===== config.mk =====
export PLATFORM = sky130hd
export DESIGN_NAME = config_loader
export DESIGN_NICKNAME = d
export VERILOG_FILES = /design/src/rtl/config_pkg.sv /design/src/rtl/cfg_frame_shifter.sv /design/src/rtl/config_loader.sv
export SDC_FILE = /design/constraint.sdc
export NUM_CORES = 1
export LEC_CHECK = 0
export CAP_MARGIN = 40
export CORE_MARGIN = 8
export CORE_UTILIZATION = 55
export CTS_CLUSTER_DIAMETER = 200
export CTS_CLUSTER_SIZE = 14
export DETAILED_ROUTE_END_ITERATION = 7
export MAX_ROUTING_LAYER = met4
export PLACE_DENSITY_LB_ADDON = 0.08
export RECOVER_POWER = 50
export SYNTH_ARGS = -nofsm -noshare
export SYNTH_HDL_FRONTEND = slang
export SYNTH_HIERARCHICAL = 1
export SYNTH_SLANG_ARGS = --single-unit

===== constraint.sdc =====
create_clock -name clk -period 4 [get_ports clk]
set_clock_uncertainty 0.05 [all_clocks]
set_input_delay 0.8 -clock clk [delete_from_list [all_inputs] [get_ports clk]]
set_output_delay 0.8 -clock clk [all_outputs]
set_load 0.005 [all_outputs]

===== src/rtl/config_pkg.sv =====
// Shared definitions for the configuration loader and the PE tiles that decode its bus.
// Holds the loader state encoding, frame geometry and the tile select codes.
package config_pkg;

  typedef enum logic [2:0] {
    ST_IDLE  = 3'd0,
    ST_ADDR  = 3'd1,
    ST_DATA  = 3'd2,
    ST_WRITE = 3'd3,
    ST_DONE  = 3'd4
  } state_t;

  localparam int FRAME_BYTES = 8;
  localparam int WORD_BYTES  = 4;

  localparam logic [31:0] DEFAULT_IDLE_ADDR = 32'hFFFF_FFFF;

  // Upper address half selects the tile block; lower half is the tile id.
  localparam logic [15:0] CONFIG_SB  = 16'd7;
  localparam logic [15:0] CONFIG_CB0 = 16'd6;
  localparam logic [15:0] CONFIG_CB1 = 16'd5;
  localparam logic [15:0] CONFIG_CLB = 16'd4;

  function automatic logic cfg_hit(input logic [31:0] addr, input logic [15:0] tile_id);
    logic sel_ok;
    sel_ok = (addr[31:16] == CONFIG_SB)  || (addr[31:16] == CONFIG_CB0) ||
             (addr[31:16] == CONFIG_CB1) || (addr[31:16] == CONFIG_CLB);
    return sel_ok && (addr[15:0] == tile_id);
  endfunction

endpackage


===== src/rtl/cfg_frame_shifter.sv =====
// Byte-to-word assembler: shifts bytes MSB-first into a 32-bit word and flags the 4th byte.
// Reused for both the address and the data word of each frame.
module cfg_frame_shifter
  import config_pkg::*;
(
  input  logic        clk,
  input  logic        reset,
  input  logic        clear,
  input  logic        load,
  input  logic [7:0]  byte_in,
  output logic [31:0] word_next,
  output logic        word_done
);

  localparam logic [1:0] LAST_IDX = 2'(WORD_BYTES - 1);

  logic [1:0]  idx_r;
  logic [31:0] word_r;

  // word_next is the completed word on the cycle word_done is high.
  assign word_next = {word_r[23:0], byte_in};
  assign word_done = load && (idx_r == LAST_IDX);

  // Byte index and shift register update.
  always_ff @(posedge clk) begin
    if (!reset) begin
      idx_r  <= 2'd0;
      word_r <= 32'd0;
    end else if (clear) begin
      idx_r  <= 2'd0;
      word_r <= 32'd0;
    end else if (load) begin
      idx_r  <= idx_r + 2'd1;
      word_r <= word_next;
    end else begin
      idx_r  <= idx_r;
      word_r <= word_r;
    end
  end

endmodule


===== src/rtl/config_loader.sv =====
// Configuration sequencer: assembles 8-byte address/data frames from a byte stream and
// drives the shared config bus, idling on IDLE_ADDR and stopping at the terminator frame.
module config_loader
  import config_pkg::*;
#(
  parameter int          HOLD_CYCLES = 1,
  parameter logic [31:0] IDLE_ADDR   = DEFAULT_IDLE_ADDR
) (
  input  logic        clk,
  input  logic        reset,
  input  logic        start,
  input  logic [7:0]  in_data,
  input  logic        in_valid,
  output logic        in_ready,
  output logic [31:0] config_addr,
  output logic [31:0] config_data,
  output logic        busy,
  output logic        done,
  output logic [15:0] write_count
);

  localparam logic [3:0] HOLD_LAST = 4'(HOLD_CYCLES - 1);

  state_t      state_r;
  logic [3:0]  hold_cnt_r;
  logic [31:0] addr_r;
  logic        xfer_s;
  logic        start_ok_s;
  logic        word_done_s;
  logic [31:0] word_next_s;

  assign xfer_s     = in_valid && in_ready;
  assign start_ok_s = start && ((state_r == ST_IDLE) || (state_r == ST_DONE));

  cfg_frame_shifter u_shifter (
    .clk       (clk),
    .reset     (reset),
    .clear     (start_ok_s),
    .load      (xfer_s),
    .byte_in   (in_data),
    .word_next (word_next_s),
    .word_done (word_done_s)
  );

  // Frame sequencing FSM with registered bus and status outputs.
  always_ff @(posedge clk) begin
    if (!reset) begin
      state_r     <= ST_IDLE;
      hold_cnt_r  <= 4'd0;
      addr_r      <= 32'd0;
      config_addr <= IDLE_ADDR;
      config_data <= 32'd0;
      in_ready    <= 1'b0;
      busy        <= 1'b0;
      done        <= 1'b0;
      write_count <= 16'd0;
    end else begin
      case (state_r)
        ST_IDLE, ST_DONE: begin
          if (start_ok_s) begin
            state_r     <= ST_ADDR;
            in_ready    <= 1'b1;
            busy        <= 1'b1;
            done        <= 1'b0;
            write_count <= 16'd0;
          end
        end
        ST_ADDR: begin
          if (word_done_s) begin
            addr_r  <= word_next_s;
            state_r <= ST_DATA;
          end
        end
        ST_DATA: begin
          // The terminator is recognised by address only; its data word is discarded.
          if (word_done_s) begin
            in_ready <= 1'b0;
            if (addr_r == IDLE_ADDR) begin
              state_r <= ST_DONE;
              busy    <= 1'b0;
              done    <= 1'b1;
            end else begin
              state_r     <= ST_WRITE;
              config_addr <= addr_r;
              config_data <= word_next_s;
              hold_cnt_r  <= HOLD_LAST;
              if (write_count != 16'hFFFF) begin
                write_count <= write_count + 16'd1;
              end
            end
          end
        end
        ST_WRITE: begin
          if (hold_cnt_r == 4'd0) begin
            state_r     <= ST_ADDR;
            config_addr <= IDLE_ADDR;
            in_ready    <= 1'b1;
          end else begin
            hold_cnt_r <= hold_cnt_r - 4'd1;
          end
        end
        default: begin
          state_r     <= ST_IDLE;
          config_addr <= IDLE_ADDR;
          in_ready    <= 1'b0;
          busy        <= 1'b0;
        end
      endcase
    end
  end

endmodule

==> results.py, run 1 <==
metrics = {
    "route": {
        "first_pass_iters": 5,
        "drc": 0,
        "drtIter0Drc": 600,
        "wl_per_cell_um": 18.1,
        "viasPerCell": 5.98,
        "finalWirelength_um": 17200,
        "vias": 5686,
        "ant_nets": 0,
    },
    "placed_design": {
        "hpwl_um": 11600,
        "portBuffers": 94,
        "pre_cts_ws_ps": 683,
        "gp_congestion": 0.816,
    },
    "power_and_ir_drop": {
        "p_seq_frac": 0.457,
        "peakVddDrop_mv": 0.311,
        "switching_power_uw": 887,
        "swShare": 0.265,
        "leakagePower_nw": 2.60,
        "power_frac_comb": 0.085,
        "p_clk_frac": 0.459,
        "p_per_area_nw_per_um2": 437,
        "power.internal_mw": 2.46,
    },
    "flow_run": {
        "cap_violations": 0,
    },
    "floorplan": {
        "start_util": 0.568,
        "row_count": 38,
        "die_area_um2": 14900,
        "die_w_um": 122,
        "io_pins": 95,
        "die_y_um": 122,
        "core_area_um2": 10900,
    },
    "final_layout": {
        "fillCellCount": 840,
        "regArea_um2": 2960,
        "area_growth_pct": 23.7,
        "fin_nets": 814,
        "diodes": 0,
        "drive_above_1_share": 0.0703,
        "multi_input_area_um2": 2810,
    },
    "status": {
        "outcome": "completed",
    },
    "timing": {
        "setup_violations": 0,
        "final.setup.worst_slack_ps": 867,
        "final.setup.tns_ps": 0,
        "relSlewSlack": 0.285,
        "rsz0062_at_grt": "false",
        "slew_violations": 0,
        "max_slew.worst_pin.slew_ps": 1070,
        "finalHoldViolCount": 0,
        "min_period_ps": 3130,
        "clock.fmax_mhz": 319,
        "period_share": 0.783,
    },
    "global_route": {
        "grt-ovfl-total": 0,
        "grt_antenna_before_repair": 0,
        "grt_start_max_net_pins": 77,
        "grt_pass1_vias": 5362,
        "grt_pass1_wl_um": 28000,
        "grt.total_usage": 0.241,
    },
    "clock_network": {
        "cts_buffers": 17,
        "clock_latency_ps": 540,
        "cts_resized": 0,
        "postCtsSetupBuffers": 0,
        "clock_sinks": 148,
        "cts_buffer_depth": 2,
        "root_buffer": "clkbuf_8",
        "path_clk_slew_ps": 70,
        "cts_tree": "built",
        "postCtsHoldBufs": 0,
        "htreeDepth": 4,
    },
    "synthesis": {
        "synthTopCellsByCount": "dfxtp_1, nand2_1, a21oi_1, nand3_1",
        "async_reset_ff_frac": 0,
        "yosysTopAreaCellShare": 0.479,
        "yosys.cell_types.count": 51,
        "syn_nets": 755,
        "ys_seq_area_frac": 0.479,
        "syn_avg_cell_area_um2": 8.36,
        "synthCells": 739,
        "ys_top_cells_by_area": "dfxtp_1, nand2_1, a21oi_1, mux2i_1, nand3_1",
        "ys.flop_type": "dfxtp_1",
        "synth.largest_area_cell": "dfxtp_1",
        "yosysWarnings": 6,
        "synthesis.area_um2": 6180,
        "ys_ff_latch": 148,
        "synth-edff-count": 0,
        "synth_most_common_cell": "dfxtp_1",
    },
    "setup_path": {
        "crit_type": "register to register",
        "path_max_fanout": 18,
        "cpMaxStageDelayCell": "nand3_1",
        "cpPeakStageDelay_ps": 700,
        "endpoint_kind": "register",
        "required_ps": 4370,
        "crit_chain": "nand4_1 > nor4_1 > clkbuf_1 > nand3_1 > buf_8 > a21oi_1 > o21ai_1",
        "startpoint_type": "register",
        "cp.arrival_ps": 3500,
    },
    "hold_path": {
        "min_path_type": "register to register",
    },
}
[sequential cells by signal, indices dropped and copies added, names as in the netlist]
name,cells
state_r,3
u_shifter/word_r,24
done,1
write_count,16
config_addr,32
in_ready,1
busy,1
config_data,32
addr_r,32
u_shifter/idx_r,2
hold_cnt_r,4
[metal layers]
layer | vias up | wire, um | GRT usage
met5 | - | 0 | -
met4 | 0 | 167 | 0.0840
met3 | 16 | 1200 | 0.0504
met2 | 221 | 8030 | 0.354
met1 | 2702 | 7810 | 0.321
li1 | 2747 | - | -
[cells by family (layout without fill, tap and decap cells)]
logic type                 Yosys count  in the layout  synth area share
AOI/OAI and AO/OA                  201            201             0.183
xor gates and xnor gates             1              1           0.00142
adders and majority gates            4              4           0.00810
buffers and inverters               80            152            0.0652
DFF                                148            148             0.479
muxes                               25             25            0.0405
and+or+nand+nor                    280            280             0.222
[power groups by stage]
stage               logic, mW  registers, mW  clock network, mW
finish                  0.283           1.53               1.53
detailed placement      0.286           1.56                  0
floorplan               0.242           1.54                  0
global route            0.304           1.53               1.62
global placement        0.280           1.56                  0
CTS                     0.288           1.53               1.55
[layout by cell type, fill, tap and decap left out, types with 16 or more instances in the layout]
cell	count
clkbuf_16	16
clkdlybuf4s50_1	24
nor2_1	41
nor4_1	35
dlygate4sd3_1	69
o21ai_0	40
nand3_1	46
o21ai_1	34
nand2_1	110
mux2i_1	25
dfxtp_1	148
a21oi_1	82
[path summary, 6_finish.rpt]
| kind | start | to | slack [ps] | cells after the start |
|---|---|---|---|---|
| worst max-delay path | addr_r[7] | config_addr[30] | 870 | 7 |
| worst max register to register | addr_r[7] | config_addr[30] | 870 | 7 |
| worst min-delay path | config_data[30] | config_data[30] | 390 | 2 |
| worst min register to register | config_data[30] | config_data[30] | 390 | 2 |
[critical path: cells and delay by family, from the launching register on]
kind                   cells  cell delay (ps)
and+or+nand+nor            3             1290
DFF                        1              420
buffers and inverters      2              990
AOI/OAI and AO/OA          2              250
[stage by stage]
step | power, mW | hold WS, ps | cells | util | cell area [um^2]
global placement | 1.84 | 389 | 915 | 0.645 | 7030
finish | 3.34 | 395 | 951 | 0.702 | 7640
global route | 3.46 | 433 | 951 | 0.702 | 7640
detailed placement | 1.85 | 395 | 919 | 0.652 | 7100
CTS | 3.37 | 406 | 951 | 0.704 | 7670
floorplan | 1.79 | 393 | 739 | - | 6180
[cell type report]
cell class | count | area share
Sequential cell | 148 | 0.388
Timing Repair Buffer | 108 | 0.142
Multi-Input combinational cell | 511 | 0.368
Tap cell | 140 | 0.0229
Clock buffer | 18 | 0.0560
Clock inverter | 14 | 0.0185
Inverter | 12 | 0.00589
No activity file was read; power rests on OpenSTA's default activity.
==> run 2, diff against run 1 <==
CORE_UTILIZATION = 48   (was 55)
clock period = 2.6 ns   (was 4 ns; I/O delays follow)
==> run 2 against run 1 <==
Compared with the run above: routed wire length shrank 4.7%; register-to-register slack lost 670 ps; sequential power grew 54%; combinational power grew 58%; sequential share of layout area shrank 0.76 points; global-route usage shrank 3.6 points; highest routed layer unchanged; clock power grew 69%; maximum frequency grew 30%; critical path type unchanged; first-iteration DRC count grew 17%; non-clock buffer count grew 7; critical path depth shrank 1.
==> results.py, run 2 (synthesis results as in run 1) <==
metrics = {
    "status": {
        "outcome": "completed",
    },
    "global_route": {
        "grt_antenna_before_repair": 0,
        "grt_start_max_net_pins": 77,
        "grt-ovfl-total": 0,
        "grt.total_usage": 0.205,
        "grt_pass1_wl_um": 26800,
        "grt_pass1_vias": 5053,
    },
    "timing": {
        "period_share": 0.925,
        "rsz0062_at_grt": "false",
        "relSlewSlack": 0.515,
        "min_period_ps": 2400,
        "final.setup.tns_ps": 0,
        "max_slew.worst_pin.slew_ps": 727,
        "slew_violations": 0,
        "finalHoldViolCount": 0,
        "clock.fmax_mhz": 416,
        "setup_violations": 0,
    },
    "power_and_ir_drop": {
        "leakagePower_nw": 2.69,
        "peakVddDrop_mv": 0.400,
        "p_per_area_nw_per_um2": 691,
    },
    "clock_network": {
        "htreeDepth": 4,
        "clock_sinks": 148,
        "cts_tree": "built",
        "cts_buffer_depth": 2,
        "cts_buffers": 17,
        "cts_resized": 0,
        "root_buffer": "clkbuf_16",
        "postCtsHoldBufs": 0,
        "postCtsSetupBuffers": 0,
        "path_clk_slew_ps": 60,
        "clock_latency_ps": 420,
    },
    "route": {
        "viasPerCell": 5.59,
        "finalWirelength_um": 16400,
        "first_pass_iters": 5,
        "drc": 0,
        "ant_nets": 0,
        "wl_per_cell_um": 16.6,
        "vias": 5530,
        "drtIter0Drc": 702,
    },
    "hold_path": {
        "hold_start": "config_data[30]",
        "min_path_type": "register to register",
    },
    "placed_design": {
        "dpl_cell_area_um2": 7200,
        "hpwl_um": 11100,
        "portBuffers": 94,
        "gp_congestion": 0.872,
    },
    "final_layout": {
        "layout_common_cells": "dfxtp_1, nand2_1, a21oi_1, dlygate4sd3_1, nand3_1",
        "postLayoutCellArea_um2": 7800,
        "drive_above_1_share": 0.0795,
        "fillCellCount": 1174,
        "diodes": 0,
        "fin_nets": 821,
        "top_regs": "addr_r (32), config_addr (32), config_data (32)",
        "area_growth_pct": 26.2,
        "layout_commonest_cell": "dfxtp_1",
    },
    "setup_path": {
        "reg2reg_from": "addr_r[7]",
        "startpoint_type": "register",
        "cpMaxStageDelayCell": "clkbuf_1",
        "regToRegSetupSlack_ps": 200,
        "cp.buffers_inverters": 1,
        "path_delay_family": "simple AND/OR/NAND/NOR gates",
        "cpPeakStageDelay_ps": 560,
        "crit_start": "addr_r[7]",
        "crit_chain": "nand4_1 > nor4_2 > clkbuf_1 > and2_1 > o221ai_1 > and3_1",
        "crit_type": "register to register",
        "cp.arrival_ps": 2660,
        "required_ps": 2860,
        "endpoint_kind": "register",
        "path_max_fanout": 12,
    },
    "floorplan": {
        "die_area_um2": 16800,
        "core_area_um2": 12600,
        "row_count": 41,
        "start_util": 0.490,
        "io_pins": 95,
        "die_w_um": 129,
        "die_y_um": 129,
    },
    "flow_run": {
        "cap_violations": 0,
    },
}
## run 2: worst paths after layout
check / endpoint / cells past startpoint
max reg2reg: state_r[1] / 6
max: state_r[1] / 6
min: config_data[30] / 2
min reg2reg: config_data[30] / 2
## run 2: routing by layer
layer | part of all wire | track usage | wire (um)
met1 | 0.51 | 0.293 | 8340
met2 | 0.43 | 0.281 | 7010
met3 | 0.054 | 0.0456 | 890
met4 | 0.0091 | 0.0601 | 149
met5 | 0 | - | 0
## run 2: metrics by stage
stage                      util  power, mW  hold WS, ps  worst slack [ps]  instances
final                     0.618       5.39          403               195        990
after global routing      0.618       5.57          423              40.1        990
after CTS                 0.620       5.42          410               369        990
after detailed placement  0.571       2.85          400             -57.2        958
after global placement    0.571       2.85          391              22.4        958
after floorplan               -       2.75          393              98.3        739
## run 2: final cells by class
| class | instances | area (um^2) | area share |
|---|---|---|---|
| clock buffers | 22 | 474 | 0.0608 |
| flip-flops and latches | 148 | 2960 | 0.380 |
| inverters | 12 | 45.0 | 0.00578 |
| well taps | 172 | 215 | 0.0276 |
| repair buffers | 115 | 1130 | 0.145 |
| multi-input cells | 511 | 2820 | 0.362 |
| clock inverters | 10 | 153 | 0.0196 |
## run 2: power breakdown
group          leakage (nW)  switching [mW]  internal [mW]
combinational          1.18           0.276          0.170
sequential             1.19          0.0503           2.30
clock                 0.310           0.920           1.67
## run 2: worst register-to-register path, delay by kind of cell, from the launching register on
family | cells | cell delay [ps]
AO/OA/AOI/OAI | 1 | 180
flip-flops | 1 | 410
AND/OR/NAND/NOR | 4 | 1110
buffers and inverters | 1 | 560
